$ cat src/rtl/debug_breakpoint_unit.sv
// debug_breakpoint_unit
// Purpose: compares the four address breakpoints held in DR0-DR3 (controlled by DR7)
// against instruction fetches and data accesses. It also tracks single-step,
// task-switch trap and general-detect (GD) conditions. When one fires, the unit raises
// a debug exception request. Once that request is acknowledged, it writes the status
// back to DR6 and, for GD, writes DR7 with GD cleared.
// Ports:
//   clock, reset_n             clock, asynchronous active-low reset
//   DR[0:7]                    current debug register contents
//   fetch_*                    instruction-start compare inputs
//   access_*                   data-access compare inputs
//   instruction_retire,
//   single_step,
//   task_switch_trap           retire-time trap conditions
//   dr_access_valid            MOV to/from a DRn attempted
//   debug_request/fault/ack    handshake with the exception controller
//   busy                       core must stall event inputs while high
//   write_enable/index/data    single write port into the debug register file
module debug_breakpoint_unit #(
    parameter int unsigned NUM_BP = 4
) (
    input  logic        clock,
    input  logic        reset_n,
    input  logic [31:0] DR [0:7],
    input  logic        fetch_valid,
    input  logic [31:0] fetch_linear_address,
    input  logic        access_valid,
    input  logic [29:0] access_dword_address,
    input  logic [3:0]  access_byte_enable,
    input  logic        access_write,
    input  logic        instruction_retire,
    input  logic        single_step,
    input  logic        task_switch_trap,
    input  logic        dr_access_valid,
    output logic        debug_request,
    output logic        debug_fault,
    input  logic        debug_ack,
    output logic        busy,
    output logic        write_enable,
    output logic [2:0]  write_index,
    output logic [31:0] write_data
);

    typedef enum logic [1:0] {
        StIdle = 2'd0,
        StReq  = 2'd1,
        StWr6  = 2'd2,
        StWr7  = 2'd3
    } state_e;

    state_e      r_state;
    logic [3:0]  r_pending_b;
    logic [3:0]  r_stat_b;
    logic        r_stat_bd;
    logic        r_stat_bs;
    logic        r_stat_bt;
    logic        r_debug_request;
    logic        r_debug_fault;
    logic        r_busy;
    logic        r_write_enable;
    logic [2:0]  r_write_index;
    logic [31:0] r_write_data;

    logic [3:0]  w_exec_hit;
    logic [3:0]  w_data_hit;
    logic [3:0]  w_retire_b;
    logic        w_gd;
    logic        w_en;
    logic [1:0]  w_rw;
    logic [1:0]  w_len;
    logic [3:0]  w_mask;
    logic        w_rw_ok;
    logic        w_unused;

    // DR4/DR5 are aliases on real parts and carry nothing this unit needs.
    assign w_unused = ^{DR[4], DR[5]};

    assign w_gd = DR[7][13];

    // Breakpoint compares; DR values are the ones presented this cycle (pre-write).
    always_comb begin
        w_exec_hit = '0;
        w_data_hit = '0;
        w_en       = 1'b0;
        w_rw       = '0;
        w_len      = '0;
        w_mask     = '0;
        w_rw_ok    = 1'b0;
        for (int n = 0; n < NUM_BP; n++) begin
            w_en  = DR[7][2*n] | DR[7][2*n+1];
            w_rw  = DR[7][16+4*n +: 2];
            w_len = DR[7][18+4*n +: 2];
            case (w_len)
                2'b01:   w_mask = DR[n][1] ? 4'b1100 : 4'b0011;
                2'b11:   w_mask = 4'b1111;
                default: w_mask = 4'b0001 << DR[n][1:0];  // 00 and undefined 10
            endcase
            // RW=10 is undefined and never matches.
            w_rw_ok = (w_rw == 2'b11) || ((w_rw == 2'b01) && access_write);
            w_data_hit[n] = access_valid && w_en && w_rw_ok
                            && (access_dword_address == DR[n][31:2])
                            && (|(w_mask & access_byte_enable));
            w_exec_hit[n] = fetch_valid && w_en && (w_rw == 2'b00)
                            && (fetch_linear_address == DR[n]);
        end
    end

    // Data hits in the retire cycle belong to the retiring instruction.
    assign w_retire_b = r_pending_b | w_data_hit;

    always_ff @(posedge clock or negedge reset_n) begin
        if (!reset_n) begin
            r_state         <= StIdle;
            r_pending_b     <= '0;
            r_stat_b        <= '0;
            r_stat_bd       <= 1'b0;
            r_stat_bs       <= 1'b0;
            r_stat_bt       <= 1'b0;
            r_debug_request <= 1'b0;
            r_debug_fault   <= 1'b0;
            r_busy          <= 1'b0;
            r_write_enable  <= 1'b0;
            r_write_index   <= '0;
            r_write_data    <= '0;
        end else begin
            case (r_state)
                StIdle: begin
                    if (dr_access_valid && w_gd) begin
                        r_state         <= StReq;
                        r_debug_request <= 1'b1;
                        r_debug_fault   <= 1'b1;
                        r_busy          <= 1'b1;
                        r_stat_b        <= '0;
                        r_stat_bd       <= 1'b1;
                        r_stat_bs       <= 1'b0;
                        r_stat_bt       <= 1'b0;
                    end else if (|w_exec_hit) begin
                        r_state         <= StReq;
                        r_debug_request <= 1'b1;
                        r_debug_fault   <= 1'b1;
                        r_busy          <= 1'b1;
                        r_stat_b        <= w_exec_hit;
                        r_stat_bd       <= 1'b0;
                        r_stat_bs       <= 1'b0;
                        r_stat_bt       <= 1'b0;
                    end else if (instruction_retire) begin
                        if ((|w_retire_b) || single_step || task_switch_trap) begin
                            r_state         <= StReq;
                            r_debug_request <= 1'b1;
                            r_debug_fault   <= 1'b0;
                            r_busy          <= 1'b1;
                            r_stat_b        <= w_retire_b;
                            r_stat_bd       <= 1'b0;
                            r_stat_bs       <= single_step;
                            r_stat_bt       <= task_switch_trap;
                        end
                    end else begin
                        r_pending_b <= r_pending_b | w_data_hit;
                    end
                    // A retiring instruction consumes (or, on a fault, discards) its hits.
                    if (instruction_retire) begin
                        r_pending_b <= '0;
                    end
                end
                StReq: begin
                    if (debug_ack) begin
                        r_state         <= StWr6;
                        r_debug_request <= 1'b0;
                        r_debug_fault   <= 1'b0;
                        r_write_enable  <= 1'b1;
                        r_write_index   <= 3'd6;
                        // Sticky merge into DR6; software is responsible for clearing.
                        r_write_data    <= DR[6] | {16'b0, r_stat_bt, r_stat_bs, r_stat_bd,
                                                    9'b0, r_stat_b};
                    end
                end
                StWr6: begin
                    if (r_stat_bd) begin
                        r_state        <= StWr7;
                        r_write_index  <= 3'd7;
                        r_write_data   <= DR[7] & ~32'h0000_2000;
                    end else begin
                        r_state        <= StIdle;
                        r_busy         <= 1'b0;
                        r_write_enable <= 1'b0;
                        r_write_index  <= '0;
                        r_write_data   <= '0;
                    end
                end
                StWr7: begin
                    r_state        <= StIdle;
                    r_busy         <= 1'b0;
                    r_write_enable <= 1'b0;
                    r_write_index  <= '0;
                    r_write_data   <= '0;
                end
                default: begin
                    r_state <= StIdle;
                end
            endcase
        end
    end

    assign debug_request = r_debug_request;
    assign debug_fault   = r_debug_fault;
    assign busy          = r_busy;
    assign write_enable  = r_write_enable;
    assign write_index   = r_write_index;
    assign write_data    = r_write_data;

endmodule

$ cat config.mk
export PLATFORM = sky130hd
export DESIGN_NAME = debug_breakpoint_unit
export DESIGN_NICKNAME = d
export VERILOG_FILES = /design/src/rtl/debug_breakpoint_unit.sv
export SDC_FILE = /design/constraint.sdc
export NUM_CORES = 1
export LEC_CHECK = 0
export ABC_CLOCK_PERIOD_IN_PS = 1800
export BUFFER_PORTS_ARGS = -buffer_cell sky130_fd_sc_hd__buf_2
export CORE_AREA = 2 2 145 147
export CTS_CLUSTER_SIZE = 40
export DETAILED_ROUTE_END_ITERATION = 10
export DIE_AREA = 0 0 147 149
export GPL_ROUTABILITY_DRIVEN = 0
export SYNTH_ARGS = -nofsm -noshare
export SYNTH_HDL_FRONTEND = slang
export SYNTH_SLANG_ARGS = --single-unit
$ cat constraint.sdc
create_clock -name clock -period 1.8 [get_ports clock]
set_input_delay 0 -clock clock [delete_from_list [all_inputs] [get_ports clock]]
set_output_delay 0 -clock clock [all_outputs]
set_load 0.05 [all_outputs]
* Word-level counts from Yosys, hierarchy flattened
Index checks and enable logic that the tools add are counted.
Cells by class: bitwise logic cells 10, equality and inequality tests 33, mux-type cells 53, reduce and logical (&&, ||, !) cells 62, shift-type cells 4
Operators by type and width (number):
- $eq A32 B32 Y1 | 4
- $eq A30 B30 Y1 | 4
- $pmux W32 S3 | 1
- $mux W32 | 2
- $mux W4 | 11
- $logic_and A1 B1 Y1 | 33
- $or A32 B16 Y32 | 1
- $pmux W4 S2 | 4
- $reduce_or A4 Y1 | 6
- $mux W1 | 21
- $eq A2 B2 Y1 const B | 10
- $eq A2 B1 Y1 const B | 9
- $and A4 B4 Y4 | 4
- $shl A1 B2 Y4 const A | 4
- $mux W2 | 6
- $reduce_and A3 Y1 | 4
- $reduce_bool A3 Y1 | 4
- $logic_not A2 Y1 | 5
- $pmux W3 S3 | 1
- $ne A2 B2 Y1 const B | 4
- $ne A4 B4 Y1 const B | 2
- $pmux W2 S4 | 1
- $reduce_and A4 Y1 | 2
- $logic_or A1 B1 Y1 | 6
- 7 further kinds | 13
Word-level totals: input port bits 332, logic and storage cells 174, output and inout bits 39, register bits after elaboration 52

* Logic depth before layout (Yosys ltp)
Gate-level depths: netlist of run 1.
depth after elaboration 15, gate-level depth with buffers 10, depth with buffers taken out 8

* Worst setup path after synthesis of run 1
OpenSTA, ideal clock, no wires.
path type input to register, from in access_byte_enable[0], to reg r_stat_b[0], arrival time 1.914 ns, buffers on the path 2, stages on the path 9, path slack -0.239 ns, data required time 1.675 ns, setup time 0.125 ns, path through buf_6 -> mux4_2 -> nor2_1 -> nor4_1 -> a31o_1 -> o41a_1 -> o21a_1 -> buf_6 -> mux2_4
Between the ends: word-level cells in the longest chain between the ends 9, elaborated cells between the ends (all ways) 22, those cells by class mux: 4; bitwise: 5; reduce/logical: 13
Ends and longest elaborated chain:
- start: declaration | line 29 | input logic [3:0] access_byte_enable,
- $and A4 B4 Y4 | line 102 | && (|(w_mask & access_byte_enable));
- $reduce_or A4 Y1 | line 102
- $logic_and A1 B1 Y1 | line 102
- $or A4 B4 Y4 (*) | line 109 | assign w_retire_b = r_pending_b | w_data_hit;
- $reduce_or A4 Y1 | line 147 | if ((|w_retire_b) || single_step || task_switch_trap) begin
- $logic_or A1 B1 Y1 (2 in series) | line 147
- $reduce_bool A3 Y1 (no source line)
- $reduce_and A3 Y1 (no source line)
- end signal: assignment | line 142 | r_stat_b <= w_exec_hit;
- end signal: assignment | line 152 | r_stat_b <= w_retire_b;
- end: declaration | line 53 | logic [3:0] r_stat_b;
Mark *: on every way between the ends. The rest lies on a longest branch, timed or not. The select of a mux whose other input is x is not followed. A chain may end at the register's enable or synchronous reset.

* Worst setup path after layout of run 1
from in access_byte_enable[3], to reg r_busy, in the netlist busy
Between the ends: word-level cells in the longest chain between the ends 9, elaborated cells between the ends (all ways) 18, those cells by class eq/ne: 1; bitwise: 5; reduce/logical: 12
Ends and longest elaborated chain:
- $and A4 B4 Y4 | line 102
- $reduce_or A4 Y1 | line 102
- $logic_and A1 B1 Y1 | line 102
- $or A4 B4 Y4 (*) | line 109
- $reduce_or A4 Y1 (*) | line 147
- $logic_or A1 B1 Y1 (*) (2 in series) | line 147
- $ne A4 B4 Y1 (no source line) (*)
- $reduce_and A4 Y1 (no source line) (*)
- end signal: assignment | line 141 | r_busy <= 1'b1;
- end signal: assignment | line 151 | r_busy <= 1'b1;
- end signal: assignment | line 184 | r_busy <= 1'b0;
- end: declaration | line 59 | logic r_busy;
Mark *: on every way between the ends. The rest lies on a longest branch, timed or not.

==> results.ini, run 1 <==
[worst_setup_path]
worstSetupPathType=primary input to register
cp-end-kind=register
critPathSlowestCell=mux4_2
critPathLaunchType=primary input
required_ps=1980
timing.rr.start=r_pending_b[1]$_DFFE_PN0P_
slowest_delay_ps=510
critPathMaxFanout=7
r2r_cells=8
cp_common_cell=buf_6
critical_path_arrival_ps=2210
r2r_slack_ps=-200
worstPathCellList=buf_6, mux4_2, nor2_4, nor4_4, a31o_1, o41a_1, o21a_1, buf_12, buf_4, buf_6, a21o_1
path_delay_family=compound AO/OA/AOI/OAI gates
path_buf_inv=4
regToRegEndpoint=busy$_DFFE_PN0P_

[route]
dr.pass1.iters=5
routed_via_density=4.709
via_count=6965
routedWlPerCell_um=19.26
ant_nets=0
route.detailed.drc=0
drtIter0Drc=346
finalWirelength_um=28490

[logic_synthesis]
yosysSeqAreaShare=0.2339
syn_inst=669
synthFlopType=dfrtp_1
yosysUniqueCellTypes=43
yosysWarnings=0
synth_fp_nets=1001
synth-seq-cells=51
synth.top_cell.area_share=0.2424
syn_avg_cell_area_um2=8.156
synth_area_leaders=xnor2_1, dfrtp_1, xor2_1
synth_edf_count=0
synth.most_common_cell=xnor2_1
yosys.area.top_type=xnor2_1
synth_area_um2=5456
synth_commonest_cells=xnor2_1, nor2_1, xor2_1
synthArstFlopShare=1.000

[timing]
max_freq_mhz=494.5
rsz0062_at_grt=true
finalSetupViolations=9
whs_ps=7.987
fin_crit_ps=2022
hold_viol=0
fin_skew_ps=10.22
drv_slew=0
worstMarginPinSlew_ps=671.3
period_share=1.123
relSlewSlack=0.5524
layout_setup_ws_ps=-222.2

[grt]
grt-ovfl-total=0
grt_pass1_wl_um=41020
grt_max_degree=32
grt_pass1_vias=7220
track_usage=0.2489
antenna_found_initial=2

[floorplanning]
initial_core_util=0.2654
core_um2=20560
die_area_um2=21900
row_count=53
die_width_um=147
die_h_um=149
pin_count=371

[power]
p_total_mw=8.839
p_sw_frac=0.4998
seq_power_share=0.218
p_switching_mw=4.418
powerDensity_nw_per_um2=910.1
p_int_mw=4.421
pwr-share-comb=0.642
leakagePower_nw=4.544
pwr-share-clk=0.140
peakVddDrop_mv=0.5668

[finish]
final_util=0.4724
area_growth_pct=77.99
post_layout_nonfiller_instances=1479
finalNetCount=1533
drive_above_1_share=0.4925

[placement]
port_buffers=306
dp_slack_ps=-625.4
dp.cells=1449
dpl.hpwl_um=24850

[min_path]
hp-class=primary input to register
holdPathStages=3
hp-start=single_step
whs_endpoint=r_stat_bs$_DFFE_PN0P_

[clocking]
root_buffer=clkbuf_16
cts_tree=done
clk_pin_slew_worst_paths_ps=70
cts_buffer_depth=2
cts_buffers=5
cts_sinks=51
clkLatencyLatePin_ps=290
htreeDepth=2

[job]
drv_cap=0

[run_status]
violations=setup timing
status=finished, violations left

[logic make-up (layout without fill, tap and decap cells)]
logic type / count (synthesis) / in the layout / share of synthesized area
simple gates: 257 / 257 / 0.2254
xor+xnor: 247 / 247 / 0.3965
compound gates: 74 / 74 / 0.08461
flops: 51 / 51 / 0.2339
buf+inv: 29 / 562 / 0.02499
mux: 11 / 11 / 0.03462
other cells: 0 / 2 / 0
[worst max path at each step]
stage                     cells past startpoint  slack (ps)                      end                startpoint
after floorplan                               9        -240  r_stat_b[0]$_DFFE_PN0P_     access_byte_enable[0]
after global placement                       12        -610  r_stat_b[2]$_DFFE_PN0P_   access_dword_address[7]
after detailed placement                     10        -630    r_stat_bd$_DFFE_PN0P_  access_dword_address[14]
after CTS                                    12        -250    r_stat_bd$_DFFE_PN0P_   access_dword_address[7]
after global routing                         11        -250    r_stat_bd$_DFFE_PN0P_  access_dword_address[24]
final                                        11        -220         busy$_DFFE_PN0P_     access_byte_enable[3]
[power groups by stage]
stage | clock network (mW) | logic, mW | registers (mW)
after floorplan | 0 | 1.86 | 3.45
after CTS | 1.26 | 5.57 | 1.93
after global placement | 0 | 5.42 | 1.94
after detailed placement | 0 | 5.46 | 1.95
final | 1.24 | 5.67 | 1.92
after global routing | 1.31 | 6.05 | 2.00
[placed cells by master, fill, tap and decap left out, types with 2 or more instances in the layout]
master,netlist,layout
nand4_1,41,41
o2111ai_1,4,2
o2111ai_2,0,2
and2_1,2,2
nor4_2,0,9
nor4_4,0,2
nor3_1,19,16
nor2_1,130,128
nand2_2,0,2
buf_12,0,3
clkbuf_4,0,2
mux4_2,3,4
inv_1,6,6
buf_2,1,290
nand2b_1,4,3
o21a_1,2,2
o211a_1,4,4
nand2_1,15,13
o21bai_1,3,3
nand3_1,5,4
buf_4,1,221
mux2i_1,2,2
nor3_4,0,2
buf_8,0,3
dlygate4sd3_1,0,14
nor4_1,33,22
dfrtp_1,51,51
bufinv_16,0,2
xor2_1,96,90
mux2_4,5,5
xor2_2,0,5
o211ai_1,3,3
nor4b_1,2,2
diode_2,0,2
a21oi_1,42,42
buf_6,3,15
xnor2_2,0,6
clkbuf_16,0,5
o21ai_0,7,6
xnor2_1,151,145
[worst reg2reg max path: stages (launching register included)]
cell	delay, ps
dfrtp_1	410
nor3_4	240
nand2_2	70
o41a_1	450
o21a_1	220
buf_12	150
buf_4	130
buf_6	100
a21o_1	140
[metal layers]
| layer | vias up | GRT usage | routed length (µm) |
|---|---|---|---|
| met3 | 55 | 0.04220 | 1868 |
| met2 | 313 | 0.4540 | 14180 |
| met1 | 3246 | 0.2889 | 11170 |
| li1 | 3351 | - | - |
| met5 | - | 0 | 0 |
| met4 | 0 | 0.1043 | 1270 |
[metrics by stage]
stage / TNS, ps / area, µm²
after floorplan: -1460 / 5460
after global placement: -7306 / 8922
after detailed placement: -7337 / 8922
after CTS: -2027 / 9413
after global routing: -2118 / 9709
final: -1746 / 9712
[sequential cells by signal, summed over array words and instances (netlist names)]
name and cells:
r_stat_bd 1, write_enable 1, r_stat_bs 1, r_state 2, debug_fault 1, write_data 32
r_stat_bt 1, write_index 2, busy 1, r_stat_b 4, r_pending_b 4, debug_request 1
[layout make-up]
type | instances | area (µm²)
sequential | 51 | 1276
inverter | 6 | 22.52
tap | 275 | 344.1
clock buffer | 5 | 125.1
antenna | 2 | 5.005
multi-input combinational | 589 | 4332
clock inverter | 3 | 67.56
fill | 2071 | 10850
timing repair buffer | 548 | 3540
[repair_timing]
action / 4_1_cts / 5_1_grt
endpoints found under the setup margin: 14 / 15
resized for setup: 30 / 53
endpoints found under the hold margin: 39 / 0
setup buffers: 5 / 3
hold buffers: 14 / 0
pin swaps: 9 / 17
Note: power is estimated with default switching activity, not from simulation.
==> inputs of run 2 (changes only) <==
CAP_MARGIN = 10   (was unset)
CORE_AREA = 2 2 143 145   (was 2 2 145 147)
CTS_BUF_LIST = sky130_fd_sc_hd__clkbuf_8   (was unset)
DIE_AREA = 0 0 145 147   (was 0 0 147 149)
==> run 2 against run 1 <==
The run still ends with setup timing left. Critical path type unchanged. Wire length about the same. Clock-buffer cell count unchanged. Largest power group unchanged. First-iteration DRC count up 38%. Sequential cell count unchanged. Register-to-register slack better by 180 ps. Clock skew up 3.1 ps.
==> results.ini, run 2 (synthesis gave the netlist of run 1 again) <==
[run_status]
status=finished, violations left
violations=setup timing

[finish]
num-fill-cells=1942  ; -6.2%
final_common_cell=buf_2
drive_above_1_share=0.4884  ; -0.004160
final_cell_mix=buf_2, buf_4, xnor2_1
area_growth_pct=76.50
largest_reg_flops=32  ; unchanged
finalNetCount=1533  ; unchanged

[route]
finalWirelength_um=28510  ; about the same
route.detailed.drc=0  ; unchanged
ant_nets=0  ; unchanged
dr.pass1.iters=5  ; unchanged
routed_via_density=4.687  ; -0.47%
routedWlPerCell_um=19.36  ; +0.49%
drtIter0Drc=477  ; +38%
via_count=6904  ; -0.88%

[worst_setup_path]
critical_path_arrival_ps=2150  ; -60 ps
r2r_cells=6  ; -2
cp-end-kind=register
slowest_delay_ps=320  ; -190 ps
worstSetupPathType=primary input to register
regToRegEndpoint=r_stat_bd$_DFFE_PN0P_
timing.rr.start=r_pending_b[1]$_DFFE_PN0P_
critPathSlowestCell=nor4_2
critPathMaxFanout=7  ; unchanged
worstPathCellList=buf_2, xnor2_1, nand4_1, nor4_2, buf_4, o2111ai_1, o21bai_1, o41a_1, o21a_1, buf_12, mux2_4
r2r_slack_ps=-20  ; +180 ps
critPathLaunchType=primary input
required_ps=1990  ; about the same

[power]
leakagePower_nw=4.527  ; -0.36%
p_int_mw=3.992  ; -9.7%
pwr-share-comb=0.666  ; +0.024
peakVddDrop_mv=0.3461  ; -39%
powerDensity_nw_per_um2=870.9  ; -4.3%
p_sw_frac=0.5240  ; +0.02419
p_total_mw=8.387  ; -5.1%
p_switching_mw=4.395  ; -0.52%
seq_power_share=0.237  ; +0.019
pwr-share-clk=0.098  ; -0.042

[placement]
dpl.hpwl_um=24660  ; -0.76%
port_buffers=306  ; unchanged
dp_slack_ps=-561.3  ; +64.18 ps

[timing]
period_share=1.091  ; -0.03197
finalSetupViolations=10  ; +1
layout_setup_ws_ps=-164.6  ; +57.54 ps
hold_viol=0  ; unchanged
relSlewSlack=0.6526  ; +0.1001
fin_skew_ps=13.30  ; +3.079 ps
worstMarginPinSlew_ps=516.4  ; -155.0 ps
max_freq_mhz=509.0  ; +2.9%
drv_slew=0  ; unchanged
fin_crit_ps=1965  ; -57.54 ps
rsz0062_at_grt=true

[floorplanning]
pin_count=371  ; unchanged
initial_core_util=0.2750  ; +0.009539
die_width_um=145  ; -1.4%
row_count=52  ; -1.9%
core_um2=19840  ; -3.5%
die_area_um2=21320  ; -2.7%
die_h_um=147  ; -1.3%

[clocking]
htreeDepth=2  ; unchanged
cts_buffer_depth=2  ; unchanged
cts_sinks=51  ; unchanged
clk_pin_slew_worst_paths_ps=100  ; +30 ps
clkLatencyLatePin_ps=310  ; +20 ps
root_buffer=clkbuf_8
cts_buffers=5  ; unchanged
cts_tree=done

[grt]
track_usage=0.2570  ; +0.008048
grt_pass1_vias=7288  ; +0.94%
grt_max_degree=30  ; -6.3%
antenna_found_initial=2  ; unchanged
grt_pass1_wl_um=41850  ; +2.0%
grt-ovfl-total=0  ; unchanged

[min_path]
whs_endpoint=write_data[24]$_DFFE_PN0P_
hp-class=primary input to register
holdPathStages=3  ; unchanged
hp-start=DR[24]

[job]
drv_cap=0  ; unchanged

## run 2: metal layers
metal	part of all wire	track usage	vias up
met5	0.00046	0	-
met4	0.043	0.1050	2
met3	0.061	0.04037	59
met2	0.50	0.4702	302
met1	0.40	0.2995	3183
li1	-	-	3358
## run 2: worst max path at each step
| stage | end | start | slack [ps] | depth (start not counted) |
|---|---|---|---|---|
| after detailed placement | r_stat_bd$_DFFE_PN0P_ | access_dword_address[19] | -560 | 11 |
| after CTS | r_stat_bd$_DFFE_PN0P_ | DR[201] | -170 | 11 |
| after global placement | r_stat_b[3]$_DFFE_PN0P_ | access_dword_address[23] | -600 | 10 |
| after global routing | r_stat_bd$_DFFE_PN0P_ | DR[223] | -210 | 11 |
| final | r_stat_bd$_DFFE_PN0P_ | access_dword_address[26] | -160 | 11 |
| after floorplan | r_stat_b[0]$_DFFE_PN0P_ | access_byte_enable[0] | -240 | 9 |
## run 2: per-stage QoR
| stage | instance area (µm²) | util | instances | setup TNS [ps] | hold slack (ps) |
|---|---|---|---|---|---|
| 2_1_floorplan | 5460 | - | 669 | -1460 | -295.6 |
| 3_3_place_gp | 8886 | 0.4478 | 1440 | -7227 | -49.67 |
| 3_5_place_dp | 8886 | 0.4478 | 1440 | -6955 | -48.86 |
| 4_1_cts | 9345 | 0.4709 | 1470 | -1193 | 5.668 |
| 5_1_grt | 9630 | 0.4853 | 1473 | -1930 | 37.49 |
| 6_report | 9630 | 0.4853 | 1473 | -1159 | 18.26 |
## run 2: final cells by class
| class | instances | area, µm² | share of cell area |
|---|---|---|---|
| antenna | 1 | 2.502 | 0.0002598 |
| timing repair buffer | 548 | 3557 | 0.3694 |
| sequential | 51 | 1277 | 0.1326 |
| clock inverter | 3 | 43.79 | 0.004547 |
| clock buffer | 5 | 68.82 | 0.007146 |
| tap | 270 | 337.8 | 0.03508 |
| multi-input combinational | 589 | 4320 | 0.4486 |
| inverter | 6 | 22.52 | 0.002339 |
## run 2: repair_timing
item | CTS | global route
endpoints found under the setup margin | 13 | 15
hold buffers | 20 | 0
pin swaps | 13 | 22
endpoints found under the hold margin | 35 | 0
resized for setup | 37 | 51
setup buffers | 4 | 4
## run 2: power groups by stage
stage	Combinational (mW)	Clock, mW	Sequential, mW
detailed placement	5.39	0	2.00
floorplan	1.86	0	3.45
global route	5.97	0.868	2.06
CTS	5.50	0.835	1.97
global placement	5.34	0	1.97
finish	5.58	0.819	1.98
## run 2: critical path: cells and delay by family
family / cells / cell delay [ps]
multiplexers: 1 / 300
XOR/XNOR: 1 / 260
AND/OR/NAND/NOR: 2 / 510
AO/OA/AOI/OAI: 4 / 690
buffers and inverters: 3 / 400
